### config.mk
export PLATFORM = sky130hd
export DESIGN_NAME = vsync_fsm
export DESIGN_NICKNAME = d
export VERILOG_FILES = /design/src/rtl/vsync_fsm.sv
export SDC_FILE = /design/constraint.sdc
export NUM_CORES = 1
export LEC_CHECK = 0
export CAP_MARGIN = 10
export CORE_MARGIN = 1.5
export CORE_UTILIZATION = 60
export CTS_CLUSTER_DIAMETER = 150
export DETAILED_ROUTE_END_ITERATION = 6
export PLACE_DENSITY = 0.84
export SLEW_MARGIN = 20
export SYNTH_ARGS = -nofsm -noshare
export SYNTH_HDL_FRONTEND = slang
export SYNTH_SLANG_ARGS = --single-unit
### constraint.sdc
create_clock -name clk -period 5.5 [get_ports clk]
set_input_delay 1.1 -clock clk [delete_from_list [all_inputs] [get_ports clk]]
set_output_delay 1.1 -clock clk [all_outputs]
set_load 0.02 [all_outputs]
### src/rtl/vsync_fsm.sv
// rtl/vsync_fsm.sv - vertical timing FSM: VSYNC pulse, porches and pixel row addressing
module vsync_fsm #(
    parameter int PULSE_LINES   = 2,
    parameter int BP_LINES      = 29,
    parameter int ROWS          = 96,
    parameter int LINES_PER_ROW = 5,
    parameter int FP_LINES      = 10
) (
    input  logic       clk,
    input  logic       reset,
    input  logic       line_tick,
    output logic [6:0] VPIXEL,
    output logic       offDisplay_V,
    output logic       VSYNC,
    output logic       frame_done
);

    typedef enum logic [1:0] {
        P_PULSE      = 2'd0,
        Q_BACKPORCH  = 2'd1,
        R_DISPLAY    = 2'd2,
        S_FRONTPORCH = 2'd3
    } state_t;

    localparam logic [8:0] PULSE_LAST = 9'(PULSE_LINES - 1);
    localparam logic [8:0] BP_LAST    = 9'(BP_LINES - 1);
    localparam logic [8:0] FP_LAST    = 9'(FP_LINES - 1);
    localparam logic [2:0] SUB_LAST   = 3'(LINES_PER_ROW - 1);
    localparam logic [6:0] ROW_LAST   = 7'(ROWS - 1);

    state_t     state_q;
    logic [8:0] line_cnt_q;
    logic [2:0] sub_q;
    logic [6:0] vpixel_q;
    logic       frame_done_q;

    always_ff @(posedge clk) begin
        if (reset) begin
            state_q      <= P_PULSE;
            line_cnt_q   <= '0;
            sub_q        <= '0;
            vpixel_q     <= '0;
            frame_done_q <= 1'b0;
        end else begin
            frame_done_q <= 1'b0;
            case (state_q)
                P_PULSE: begin
                    if (line_tick) begin
                        if (line_cnt_q == PULSE_LAST) begin
                            state_q    <= Q_BACKPORCH;
                            line_cnt_q <= '0;
                        end else begin
                            line_cnt_q <= line_cnt_q + 9'd1;
                        end
                    end
                end
                Q_BACKPORCH: begin
                    if (line_tick) begin
                        if (line_cnt_q == BP_LAST) begin
                            state_q    <= R_DISPLAY;
                            line_cnt_q <= '0;
                        end else begin
                            line_cnt_q <= line_cnt_q + 9'd1;
                        end
                    end
                end
                R_DISPLAY: begin
                    // Each pixel row spans LINES_PER_ROW scan lines; the last row exits to the porch.
                    if (line_tick) begin
                        line_cnt_q <= line_cnt_q + 9'd1;
                        if (sub_q == SUB_LAST) begin
                            sub_q <= '0;
                            if (vpixel_q == ROW_LAST) begin
                                state_q    <= S_FRONTPORCH;
                                vpixel_q   <= '0;
                                line_cnt_q <= '0;
                            end else begin
                                vpixel_q <= vpixel_q + 7'd1;
                            end
                        end else begin
                            sub_q <= sub_q + 3'd1;
                        end
                    end
                end
                S_FRONTPORCH: begin
                    if (line_tick) begin
                        if (line_cnt_q == FP_LAST) begin
                            state_q      <= P_PULSE;
                            line_cnt_q   <= '0;
                            frame_done_q <= 1'b1;
                        end else begin
                            line_cnt_q <= line_cnt_q + 9'd1;
                        end
                    end
                end
                default: begin
                    state_q    <= P_PULSE;
                    line_cnt_q <= '0;
                    sub_q      <= '0;
                    vpixel_q   <= '0;
                end
            endcase
        end
    end

    assign VPIXEL       = vpixel_q;
    assign VSYNC        = (state_q != P_PULSE);
    assign offDisplay_V = (state_q != R_DISPLAY);
    assign frame_done   = frame_done_q;

endmodule

==> metrics.md <==
| Metric | Value |
|---|---|
| Status | `completed` |
| Pwr per Cell Area | `270 nW/µm²` |
| Vias | `1,250` |
| Setup TNS | `0 ps` |
| Peak supply drop | `0.251 mV` |
| GPL Wtd Cong | `0.780` |
| Antenna Cells | `0` |
| Chip width | `roughly 50 µm` |
| P_leak | `0.541 nW` |
| Residual DRC | `0` |
| CTS clk-pin slew, worst paths | `110 ps` |
| Post-synth top flop | `dfxtp_1` |
| Post-CTS Setup Bufs | `0` |
| Post-synth top area share | `0.323` |
| Fmax | `0.342 GHz` |
| FP Rows | `17` |
| WP data arrival | `between 1500 and 2000 ps` |
| Hold Crit Class | `flip-flop to flip-flop` |
| Fin crit share | `0.532` |
| Final Hold Viols | `0` |
| Vias per Instance | `6.19` |
| Final setup viols | `0` |
| Dpl hpwl | `2000 µm` |
| Cts bufs inserted | `3` |
| P&R area growth vs syn | `10.3%` |
| Critical path peak fanout | `8` |
| Area leader, netlist | `dfxtp_1` |
| Syn Area/Cell | `roughly 8.1 µm²` |
| Worst Setup Start Kind | `flip-flop` |
| Sink Count | `22` |
| Crit-path max cell delay | `approximately 600 ps` |
| Clock Path Buffers | `2` |
| CTS root buffer | `clkbuf_4` |
| Worst skew pair latency | `310 ps` |
| WL per Instance | `between 10 and 15 µm` |
| Gate Count Post-Synth | `169` |
| Tot GR Track Use | `0.248` |
| FF+latch count, synth | `22` |
| Slew Limit Fails | `0` |
| CP required | `4400 ps` |
| DIE AREA | `2570 µm²` |
| Core area | `2170 µm²` |
| CP max-delay cell | `clkdlybuf4s50_1` |
| Detailed Route WL | `2800 µm` |
| Vias in the first global route | `1,210` |
| Chip height | `50.7 µm` |
| Mapped cell area | `1370 µm²` |
| Buf/Inv on CP | `3` |
| Post-Syn Nets | `183` |
| Share of layout cells above drive strength 1 | `0.0575` |
| DRT iter0 DRCs | `39` |
| CTS tree | `built` |
| Post-synth EDFFs | `0` |
| Skew final | `9.95 ps` |
| Ys async rst share | `0` |
| First-pass GRT wire length | `a little under 5000 µm` |
| Post-CTS resize count | `0` |
| Post-route ant nets | `0` |
| H-tree levels | `1` |
| Final core utilization | `0.694` |
| Critical path endpoint category | `output pin` |
| Hold buffer count at CTS | `0` |
| Fill cells | `193` |
| Largest net degree at the start of global routing | `23` |
| GR Overflow Total | `0` |
| Minimum clock period after layout | `2930 ps` |
| YS warnings | `0` |
| Distinct cell type count after synthesis | `34` |
| IO Pins | `13` |
| Port Buffers | `12` |
| Slew headroom | `0.353` |
| CP cell instances | `inv_1 > ha_1 > inv_2 > clkdlybuf4s50_1` |
| Final Net Count | `190` |
| CP Class | `flip-flop to output pin` |
| RSZ-0062 raised after global routing | `false` |
| Initial Util | `0.629` |
| Initial antenna violation count | `0` |
| Worst slew pin tran | `966 ps` |
| DRT Pass-1 Iters | `4` |
| Max Cap Violations | `0` |
| Sequential area share after synthesis | `0.323` |
| Area contributors post-synth | `dfxtp_1 32%, ha_1 10%, nand3_1 5.9%` |
| CP delay by family, top | `buffers and inverters` |
==> worst register-to-register path, delay by kind of cell (launching register included) <==
family                     cells  cell delay, ps
and+or+nand+nor                5            1520
DFF                            1             390
adders and majority gates      1             310
buffers and inverters          1             100
==> cells by family after synthesis <==
| kind of cell | synth area share |
|---|---|
| AND/OR/NAND/NOR | 0.317 |
| AO/OA/AOI/OAI | 0.151 |
| XOR/XNOR | 0.0385 |
| adder cells (fa/ha/maj) | 0.101 |
| buffers and inverters | 0.0550 |
| multiplexers | 0.0147 |
| flip-flops | 0.323 |
==> cells in the final DEF, fill, tap and decap left out, types with 4 or more instances in the layout <==
cell type,Yosys,layout
a21oi_1,5,5
clkdlybuf4s50_1,0,12
dfxtp_1,22,22
ha_1,11,11
inv_1,9,9
nand2_1,15,15
nand3_1,16,16
nand4_1,4,4
nor2_1,12,12
nor3b_1,4,4
nor4_1,7,7
o2111ai_1,4,4
o21ai_1,9,9
==> synthesized netlist by cell type, types with 2 or more instances <==
| master | count |
|---|---|
| a21oi_1 | 5 |
| and3_1 | 3 |
| clkbuf_1 | 10 |
| dfxtp_1 | 22 |
| ha_1 | 11 |
| inv_1 | 9 |
| mux2i_1 | 2 |
| nand2_1 | 15 |
| nand2b_1 | 3 |
| nand3_1 | 16 |
| nand4_1 | 4 |
| nor2_1 | 12 |
| nor2b_1 | 2 |
| nor3_1 | 3 |
| nor3b_1 | 4 |
| nor4_1 | 7 |
| nor4b_1 | 3 |
| o2111ai_1 | 4 |
| o211ai_1 | 3 |
| o21ai_0 | 2 |
| o21ai_1 | 9 |
| o22ai_1 | 2 |
| or2_2 | 3 |
| xnor2_1 | 3 |
| xor2_1 | 3 |
==> power breakdown <==
| part | internal [W] | total [W] | leakage [nW] | switching (W) |
|---|---|---|---|---|
| registers | 0.000169 | 0.000179 | 0.178 | 0.0000106 |
| clock network | 0.0000256 | 0.0000704 | 0.0138 | 0.0000448 |
| logic | 0.0000524 | 0.000156 | 0.349 | 0.000104 |
| total | 0.000247 | 0.000406 | 0.541 | 0.000159 |
==> layer usage <==
metal | vias up | global-route usage | part of all wire
met3 | 7 | 0.0268 | 0.042
met1 | 582 | 0.278 | 0.44
li1 | 622 | - | -
met2 | 39 | 0.476 | 0.50
met4 | 0 | 0.0901 | 0.015
met5 | - | 0 | 0
==> registers in the layout (all words and copies together) (netlist names) <==
signal	cells
state_q	2
line_cnt_q	9
sub_q	3
frame_done	1
VPIXEL	7
==> final timing paths <==
kind,startpoint,end,slack (ps),depth (start not counted)
max,state_q[0]$_SDFFE_PP0P_,offDisplay_V,2570,4
max reg2reg,state_q[0]$_SDFFE_PP0P_,state_q[0]$_SDFFE_PP0P_,3090,7
min,sub_q[1]$_SDFFE_PP0P_,sub_q[1]$_SDFFE_PP0P_,490,2
min reg2reg,sub_q[1]$_SDFFE_PP0P_,sub_q[1]$_SDFFE_PP0P_,490,2
==> through the flow <==
| stage | hold slack [ps] | worst slack [ps] | instance area [µm²] | std cells | power [W] |
|---|---|---|---|---|---|
| after CTS | 496 | 2570 | 1510 | 202 | 0.000407 |
| after detailed placement | 480 | 2480 | 1480 | 199 | 0.000336 |
| after global routing | 545 | 2480 | 1510 | 202 | 0.000433 |
| final | 493 | 2570 | 1510 | 202 | 0.000406 |
| after floorplan | 453 | 3240 | 1370 | 169 | 0.000300 |
| after global placement | 470 | 2570 | 1480 | 199 | 0.000329 |
==> area by class of cell <==
type                       count  area (µm²)  area share
clock buffer                   3        22.5      0.0150
tap                           28        35.0      0.0233
timing repair buffer          12         120      0.0798
inverter                      10        37.5      0.0249
sequential                    22         440       0.293
multi-input combinational    127         850       0.564
Note: power is estimated with default switching activity, not from simulation.
